**src/rtl/fft_result_reader_if.sv**
```systemverilog
// Read-side memory port and result stream of the FFT result reader.
// The master modport is the reader's side; the slave modport is the memory and downstream side.
interface fft_result_reader_if #(
  parameter int unsigned ADDR_W = 5,
  parameter int unsigned DATA_W = 64
);
  logic              mem_select;
  logic [ADDR_W-1:0] mem_address;
  logic              mem_read_en;
  logic [DATA_W-1:0] mem_data;

  logic [DATA_W-1:0] out_data;
  logic [ADDR_W-1:0] out_index;
  logic              out_valid;
  logic              out_ready;
  logic              out_last;

  modport master (
    output mem_select, mem_address, mem_read_en,
    input  mem_data,
    output out_data, out_index, out_valid, out_last,
    input  out_ready
  );

  modport slave (
    input  mem_select, mem_address, mem_read_en,
    output mem_data,
    input  out_data, out_index, out_valid, out_last,
    output out_ready
  );
endinterface

```
**src/rtl/fft_result_reader.sv**
```systemverilog
// Unloads a finished transform from the two-bank memory and streams it in natural index order.
// A 3-entry skid FIFO absorbs the one-cycle read latency so reads never depend on out_ready.
module fft_result_reader #(
  parameter int unsigned N_POINTS    = 32,
  parameter int unsigned ADDR_W      = 5,
  parameter int unsigned DATA_W      = 64,
  parameter bit          BIT_REVERSE = 1'b0
) (
  input  logic                clk,
  input  logic                clr_n,
  input  logic                fft_done,
  input  logic                bank_in,
  fft_result_reader_if.master bus,
  output logic                busy,
  output logic                unload_done
);

  localparam int unsigned Depth = 3;

  typedef enum logic [1:0] {StIdle, StRead, StDrain, StDone} state_e;

  state_e            state_q, state_d;
  logic              sel_q, sel_d;
  logic [ADDR_W-1:0] issue_cnt_q, issue_cnt_d;
  logic              inflight_q;
  logic [ADDR_W-1:0] inflight_idx_q;

  logic [DATA_W-1:0] fifo_data_q [Depth];
  logic [ADDR_W-1:0] fifo_idx_q  [Depth];
  logic [1:0]        wr_ptr_q, rd_ptr_q, count_q;

  logic              issue, push, pop, head_last;
  logic [ADDR_W-1:0] last_idx, issue_addr;

  function automatic logic [1:0] ptr_inc(input logic [1:0] p);
    return (p == 2'd2) ? 2'd0 : p + 2'd1;
  endfunction

  assign last_idx = ADDR_W'(N_POINTS - 1);

  // Occupancy plus the read in flight bounds what can land next cycle, so a push never
  // meets a full FIFO even if nothing is popped in between.
  assign issue = (state_q == StRead) && (({1'b0, count_q} + {2'b00, inflight_q}) <= 3'd2);
  assign push  = inflight_q;
  assign pop   = bus.out_valid && bus.out_ready;

  always_comb begin
    issue_addr = issue_cnt_q;
    if (BIT_REVERSE) begin
      for (int i = 0; i < int'(ADDR_W); i++) begin
        issue_addr[i] = issue_cnt_q[int'(ADDR_W) - 1 - i];
      end
    end
  end

  always_comb begin
    state_d     = state_q;
    sel_d       = sel_q;
    issue_cnt_d = issue_cnt_q;
    unload_done = 1'b0;
    unique case (state_q)
      StIdle: begin
        if (fft_done) begin
          state_d     = StRead;
          sel_d       = bank_in;
          issue_cnt_d = '0;
        end
      end
      StRead: begin
        if (issue) begin
          issue_cnt_d = issue_cnt_q + ADDR_W'(1);
          if (issue_cnt_q == last_idx) begin
            state_d = StDrain;
          end
        end
      end
      StDrain: begin
        if (pop && head_last) begin
          state_d = StDone;
        end
      end
      StDone: begin
        unload_done = 1'b1;
        state_d     = StIdle;
      end
      default: state_d = StIdle;
    endcase
  end

  always_ff @(posedge clk) begin
    if (!clr_n) begin
      state_q        <= StIdle;
      sel_q          <= 1'b0;
      issue_cnt_q    <= '0;
      inflight_q     <= 1'b0;
      inflight_idx_q <= '0;
      wr_ptr_q       <= 2'd0;
      rd_ptr_q       <= 2'd0;
      count_q        <= 2'd0;
    end else begin
      state_q     <= state_d;
      sel_q       <= sel_d;
      issue_cnt_q <= issue_cnt_d;
      inflight_q  <= issue;
      if (issue) begin
        inflight_idx_q <= issue_cnt_q;
      end
      if (push) begin
        wr_ptr_q <= ptr_inc(wr_ptr_q);
      end
      if (pop) begin
        rd_ptr_q <= ptr_inc(rd_ptr_q);
      end
      count_q <= count_q + 2'(push) - 2'(pop);
    end
  end

  // Storage needs no reset: outputs are gated by occupancy.
  always_ff @(posedge clk) begin
    if (clr_n && push) begin
      fifo_data_q[wr_ptr_q] <= bus.mem_data;
      fifo_idx_q[wr_ptr_q]  <= inflight_idx_q;
    end
  end

  assign head_last       = (fifo_idx_q[rd_ptr_q] == last_idx);
  assign bus.out_valid   = (count_q != 2'd0);
  assign bus.out_data    = bus.out_valid ? fifo_data_q[rd_ptr_q] : '0;
  assign bus.out_index   = bus.out_valid ? fifo_idx_q[rd_ptr_q] : '0;
  assign bus.out_last    = bus.out_valid && head_last;
  assign bus.mem_select  = sel_q;
  assign bus.mem_address = issue_addr;
  assign bus.mem_read_en = issue;
  assign busy            = (state_q != StIdle);

endmodule

```
**src/flat_wrapper.sv**
```systemverilog
// flat-port wrapper written by rule: the top's interface ports become plain ports
module fft_result_reader_flat 
#(
  parameter int unsigned N_POINTS    = 32,
  parameter int unsigned ADDR_W      = 5,
  parameter int unsigned DATA_W      = 64,
  parameter bit          BIT_REVERSE = 1'b0
)
  (clk, clr_n, fft_done, bank_in, busy, unload_done, bus_mem_select, bus_mem_address, bus_mem_read_en, bus_mem_data, bus_out_data, bus_out_index, bus_out_valid, bus_out_last, bus_out_ready);
  fft_result_reader_if #(.ADDR_W(ADDR_W), .DATA_W(DATA_W)) bus_i ();
  input  logic clk;
  input  logic clr_n;
  input  logic fft_done;
  input  logic bank_in;
  output logic busy;
  output logic unload_done;
  output wire logic [$bits(bus_i.mem_select)-1:0] bus_mem_select;
  output wire logic [$bits(bus_i.mem_address)-1:0] bus_mem_address;
  output wire logic [$bits(bus_i.mem_read_en)-1:0] bus_mem_read_en;
  input wire logic [$bits(bus_i.mem_data)-1:0] bus_mem_data;
  output wire logic [$bits(bus_i.out_data)-1:0] bus_out_data;
  output wire logic [$bits(bus_i.out_index)-1:0] bus_out_index;
  output wire logic [$bits(bus_i.out_valid)-1:0] bus_out_valid;
  output wire logic [$bits(bus_i.out_last)-1:0] bus_out_last;
  input wire logic [$bits(bus_i.out_ready)-1:0] bus_out_ready;
  assign bus_mem_select = bus_i.mem_select;
  assign bus_mem_address = bus_i.mem_address;
  assign bus_mem_read_en = bus_i.mem_read_en;
  assign bus_i.mem_data = bus_mem_data;
  assign bus_out_data = bus_i.out_data;
  assign bus_out_index = bus_i.out_index;
  assign bus_out_valid = bus_i.out_valid;
  assign bus_out_last = bus_i.out_last;
  assign bus_i.out_ready = bus_out_ready;
  fft_result_reader #(.N_POINTS(N_POINTS), .ADDR_W(ADDR_W), .DATA_W(DATA_W), .BIT_REVERSE(BIT_REVERSE)) u_core (.clk(clk), .clr_n(clr_n), .fft_done(fft_done), .bank_in(bank_in), .bus(bus_i), .busy(busy), .unload_done(unload_done));
endmodule
```
**config.mk**
```make
export PLATFORM = sky130hd
export DESIGN_NAME = fft_result_reader_flat
export DESIGN_NICKNAME = d
export VERILOG_FILES = /design/src/rtl/fft_result_reader_if.sv /design/src/rtl/fft_result_reader.sv /design/src/flat_wrapper.sv
export SDC_FILE = /design/constraint.sdc
export NUM_CORES = 1
export LEC_CHECK = 0
export CAP_MARGIN = 25
export CORE_UTILIZATION = 57
export CTS_CLUSTER_DIAMETER = 200
export DETAILED_ROUTE_END_ITERATION = 8
export DONT_BUFFER_PORTS = 1
export PLACE_DENSITY_LB_ADDON = 0.2
export REMOVE_ABC_BUFFERS = 1
export SKIP_CTS_REPAIR_TIMING = 1
export SLEW_MARGIN = 30
export SYNTH_ARGS = -nofsm -noshare
export SYNTH_HDL_FRONTEND = slang
export SYNTH_SLANG_ARGS = --single-unit
```
**constraint.sdc**
```tcl
create_clock -name clk -period 6.3 [get_ports clk]
set_input_delay 0.315 -clock clk [delete_from_list [all_inputs] [get_ports clk]]
set_output_delay 0.315 -clock clk [all_outputs]
set_load 0.02 [all_outputs]
```
==> impl_metrics.prom <==
# TYPE chip_impl_metric gauge
chip_impl_metric{name="synthCells",unit=""} 634
chip_impl_info{name="critical_path_class",value="register to output pin"} 1
chip_impl_metric{name="post-route-drc-count",unit=""} 0
chip_impl_metric{name="nNetsFinal",unit=""} 784
chip_impl_metric{name="grt_antenna_before_repair",unit=""} 0
chip_impl_metric{name="grt.overflow.total",unit=""} 0
chip_impl_info{name="primary_flip_flop_cell_chosen_by_synthesis_mapping",value="sky130_fd_sc_hd__edfxtp_1"} 1
chip_impl_metric{name="detailed_place_hpwl",unit="um"} 9593
chip_impl_info{name="critPathCaptureType",value="output pin"} 1
chip_impl_metric{name="first_global_vias",unit=""} 4692
chip_impl_metric{name="static-leakage-power",unit="nW"} 3.562
chip_impl_info{name="cts.root.buffer_cell",value="sky130_fd_sc_hd__clkbuf_16"} 1
chip_impl_metric{name="fp.dieArea",unit="mm^2"} 0.01638
chip_impl_metric{name="worst_path_fanout_max",unit=""} 69
chip_impl_metric{name="totalNegativeSetupSlack",unit="ns"} 0
chip_impl_metric{name="total_power_per_unit_cell_area",unit="mW/mm^2"} 367.7
chip_impl_metric{name="yosysSeqAreaShare",unit=""} 0.7359
chip_impl_metric{name="clock_transition_at_the_registers_of_the_reported_paths",unit="ns"} 0.06
chip_impl_metric{name="numCtsBuffers",unit=""} 23
chip_impl_metric{name="via_per_inst",unit=""} 5.493
chip_impl_info{name="synth_largest_area_cell",value="sky130_fd_sc_hd__edfxtp_1"} 1
chip_impl_metric{name="initial_utilization",unit=""} 0.5884
chip_impl_metric{name="finalSetupViolations",unit=""} 0
chip_impl_info{name="status",value="finished clean"} 1
chip_impl_metric{name="dr_wl_met2",unit="um"} 8825
chip_impl_info{name="synth.most_common_cell",value="sky130_fd_sc_hd__edfxtp_1"} 1
chip_impl_metric{name="placement.io_buffers",unit=""} 0
chip_impl_info{name="clock_tree_from_tritoncts",value="done"} 1
chip_impl_metric{name="placed_cell_area",unit="mm^2"} 0.009276
chip_impl_metric{name="post_synth_num_cell_types",unit=""} 40
chip_impl_metric{name="timing.critical_path.required",unit="ns"} 5.98
chip_impl_metric{name="synth_enable_flop_cells",unit=""} 207
chip_impl_metric{name="die_w",unit="um"} 128.0
chip_impl_metric{name="first_iter_violations",unit=""} 328
chip_impl_metric{name="syn_area_per_cell",unit="um^2"} 14.27
chip_impl_metric{name="design.core.area",unit="mm^2"} 0.01537
chip_impl_metric{name="design_area",unit="mm^2"} 0.01063
chip_impl_metric{name="power.total",unit="mW"} 3.908
chip_impl_metric{name="slew-limit-headroom",unit=""} 0.3971
chip_impl_metric{name="timing.final.crit_share",unit=""} 0.4596
chip_impl_metric{name="gr-usage-all-layers",unit=""} 0.1971
chip_impl_metric{name="tightestPinTransition",unit="ns"} 0.9044
chip_impl_metric{name="area_delta_synth_final",unit="%"} 17.51
chip_impl_metric{name="count_of_h_tree_levels_built_during_cts",unit=""} 1
chip_impl_metric{name="multi_input_area",unit="mm^2"} 0.002221
chip_impl_metric{name="num_vias",unit=""} 5114
chip_impl_metric{name="antennaDiodeCount",unit=""} 0
chip_impl_metric{name="insertion_delay",unit="ns"} 0.48
chip_impl_metric{name="row_count",unit=""} 45
chip_impl_info{name="setup.worst_path.start_class",value="register"} 1
chip_impl_metric{name="synth.cell_area",unit="mm^2"} 0.009045
chip_impl_metric{name="grt_pass1_wl",unit="um"} 24650
chip_impl_metric{name="routed-wl-met3",unit="um"} 1049
chip_impl_metric{name="grt_start_max_net_pins",unit=""} 127
chip_impl_info{name="hold_class",value="primary input to register"} 1
chip_impl_metric{name="arrival",unit="ns"} 2.58
chip_impl_metric{name="worst_ir_drop_vdd",unit="mV"} 0.2594
chip_impl_metric{name="ctsLongestPathBuffers",unit=""} 3
chip_impl_metric{name="timing_hold_violations_final",unit=""} 0
chip_impl_metric{name="wirelength_met1",unit="um"} 7009
chip_impl_info{name="synthTopCellsByArea",value="sky130_fd_sc_hd__edfxtp_1 (69%), sky130_fd_sc_hd__mux2i_1 (7.6%), sky130_fd_sc_hd__nor2_1 (6.1%)"} 1
chip_impl_metric{name="drv.max_cap_violation_count",unit=""} 0
chip_impl_metric{name="ys.warnings.count",unit=""} 0
chip_impl_metric{name="clock_sinks",unit=""} 229
chip_impl_metric{name="whs",unit="ns"} 0.01942
chip_impl_info{name="rsz0062_at_grt",value="false"} 1
chip_impl_metric{name="gp_congestion",unit=""} 0.7799
chip_impl_metric{name="floorplan.io_pins",unit=""} 149
chip_impl_metric{name="synth_top_cell_area_share",unit=""} 0.6872
chip_impl_info{name="synth_common_cells",value="sky130_fd_sc_hd__edfxtp_1 (207), sky130_fd_sc_hd__nor2_1 (146), sky130_fd_sc_hd__a21oi_1 (72)"} 1
chip_impl_metric{name="register_area",unit="mm^2"} 0.006664
chip_impl_metric{name="max_slew_vio_count",unit=""} 0
chip_impl_metric{name="routed_wire_length",unit="um"} 17050
chip_impl_metric{name="layout.filler_cells",unit=""} 1082
chip_impl_metric{name="postRouteAntennaNets",unit=""} 0
chip_impl_metric{name="routed_wire_length_per_instance",unit="um"} 18.31
chip_impl_metric{name="synth_async_sr_flop_share",unit=""} 0
chip_impl_metric{name="floorplan.die.height",unit="um"} 128.0
chip_impl_info{name="hold_start",value="clr_n"} 1
chip_impl_metric{name="dp_cells",unit=""} 823
chip_impl_info{name="crit-reg2reg-launch",value="u_core.count_q[0]"} 1
chip_impl_info{name="top_layer",value="met4"} 1
chip_impl_metric{name="drive_above_1_share",unit=""} 0.07361
chip_impl_metric{name="detail_route.first_pass.iterations",unit=""} 5
chip_impl_metric{name="post-route-min-period",unit="ns"} 2.896
chip_impl_metric{name="finish.cell_count_without_fillers",unit=""} 931
chip_impl_metric{name="fmaxAchievable",unit="MHz"} 345.4
chip_impl_info{name="crit_path_start",value="u_core.count_q[0]"} 1
chip_impl_metric{name="finClkSkew",unit="ns"} 0.009316
chip_impl_metric{name="yosys_register_bits",unit=""} 229
-- stage by stage --
stage,util,worst slack (ns)
after global routing,0.6915,3.251
final,0.6915,3.404
after detailed placement,0.6035,3.658
after floorplan,-,0.2161
after global placement,0.6030,3.764
after CTS,0.6479,3.369
-- where the power goes --
part / switching (mW) / total (mW) / internal (mW)
registers: 0.0451 / 1.78 / 1.73
logic: 0.641 / 0.899 / 0.258
clock network: 0.504 / 1.23 / 0.731
-- per-layer routing --
metal / global-route usage / vias up
met5: 0 / -
met4: 0.04844 / 0
met3: 0.06052 / 15
met2: 0.3523 / 127
met1: 0.2321 / 2529
li1: - / 2443
-- final timing paths --
check | to | slack, ns | cells past startpoint
worst max-delay path | bus_out_last | 3.40 | 6
worst min-delay path | u_core.bus.mem_address[2] | 0.02 | 2
worst min register to register | u_core.inflight_idx_q[3] | 0.49 | 2
worst max register to register | u_core.count_q[1] | 3.71 | 11
-- critical path, cell delays in order (launching register included) --
cell and delay [ns]:
sky130_fd_sc_hd__dfxtp_1 0.42, sky130_fd_sc_hd__nor2_4 0.05, sky130_fd_sc_hd__buf_4 0.36, sky130_fd_sc_hd__inv_2 0.25, sky130_fd_sc_hd__o21ai_0 0.11, sky130_fd_sc_hd__a21oi_1 0.54
sky130_fd_sc_hd__and3_4 0.38
-- kinds of logic (layout without fill, tap and decap cells) --
kind of cell | count (synthesis) | after routing | synth area share
buf+inv | 45 | 131 | 0.02103
flops | 229 | 229 | 0.7359
simple gates | 184 | 184 | 0.08549
mux | 73 | 73 | 0.08466
compound gates | 88 | 88 | 0.05381
xor+xnor | 4 | 4 | 0.003873
fa+ha+maj | 11 | 11 | 0.01522
-- flip-flops by register name (all words and copies together) (netlist names), 2 cells and up, named ones only --
name                    flops
u_core.bus.mem_address      5
u_core.count_q              2
u_core.fifo_data_q        192
u_core.fifo_idx_q          15
u_core.inflight_idx_q       5
u_core.rd_ptr_q             2
u_core.state_q              2
u_core.wr_ptr_q             2
-- cell usage in the layout (no fill, tap or decap), types with 4 or more instances in the layout --
cell / n
sky130_fd_sc_hd__a21oi_1: 72
sky130_fd_sc_hd__dfxtp_1: 20
sky130_fd_sc_hd__edfxtp_1: 207
sky130_fd_sc_hd__xnor2_1: 4
sky130_fd_sc_hd__clkbuf_1: 13
sky130_fd_sc_hd__nand2_1: 10
sky130_fd_sc_hd__ha_1: 11
sky130_fd_sc_hd__nor2_1: 145
sky130_fd_sc_hd__clkbuf_16: 23
sky130_fd_sc_hd__inv_1: 12
sky130_fd_sc_hd__a211oi_1: 5
sky130_fd_sc_hd__nor2b_1: 5
sky130_fd_sc_hd__nor3_1: 5
sky130_fd_sc_hd__buf_4: 7
sky130_fd_sc_hd__mux2i_1: 69
sky130_fd_sc_hd__dlygate4sd3_1: 67
-- layout make-up --
cell class / instances / area share
inverters: 14 / 0.004944
flip-flops and latches: 229 / 0.6270
multi-input cells: 360 / 0.2089
repair buffers: 76 / 0.07016
clock inverters: 4 / 0.004120
well taps: 211 / 0.02484
clock buffers: 37 / 0.06004
Note: power is estimated with default switching activity, not from simulation.
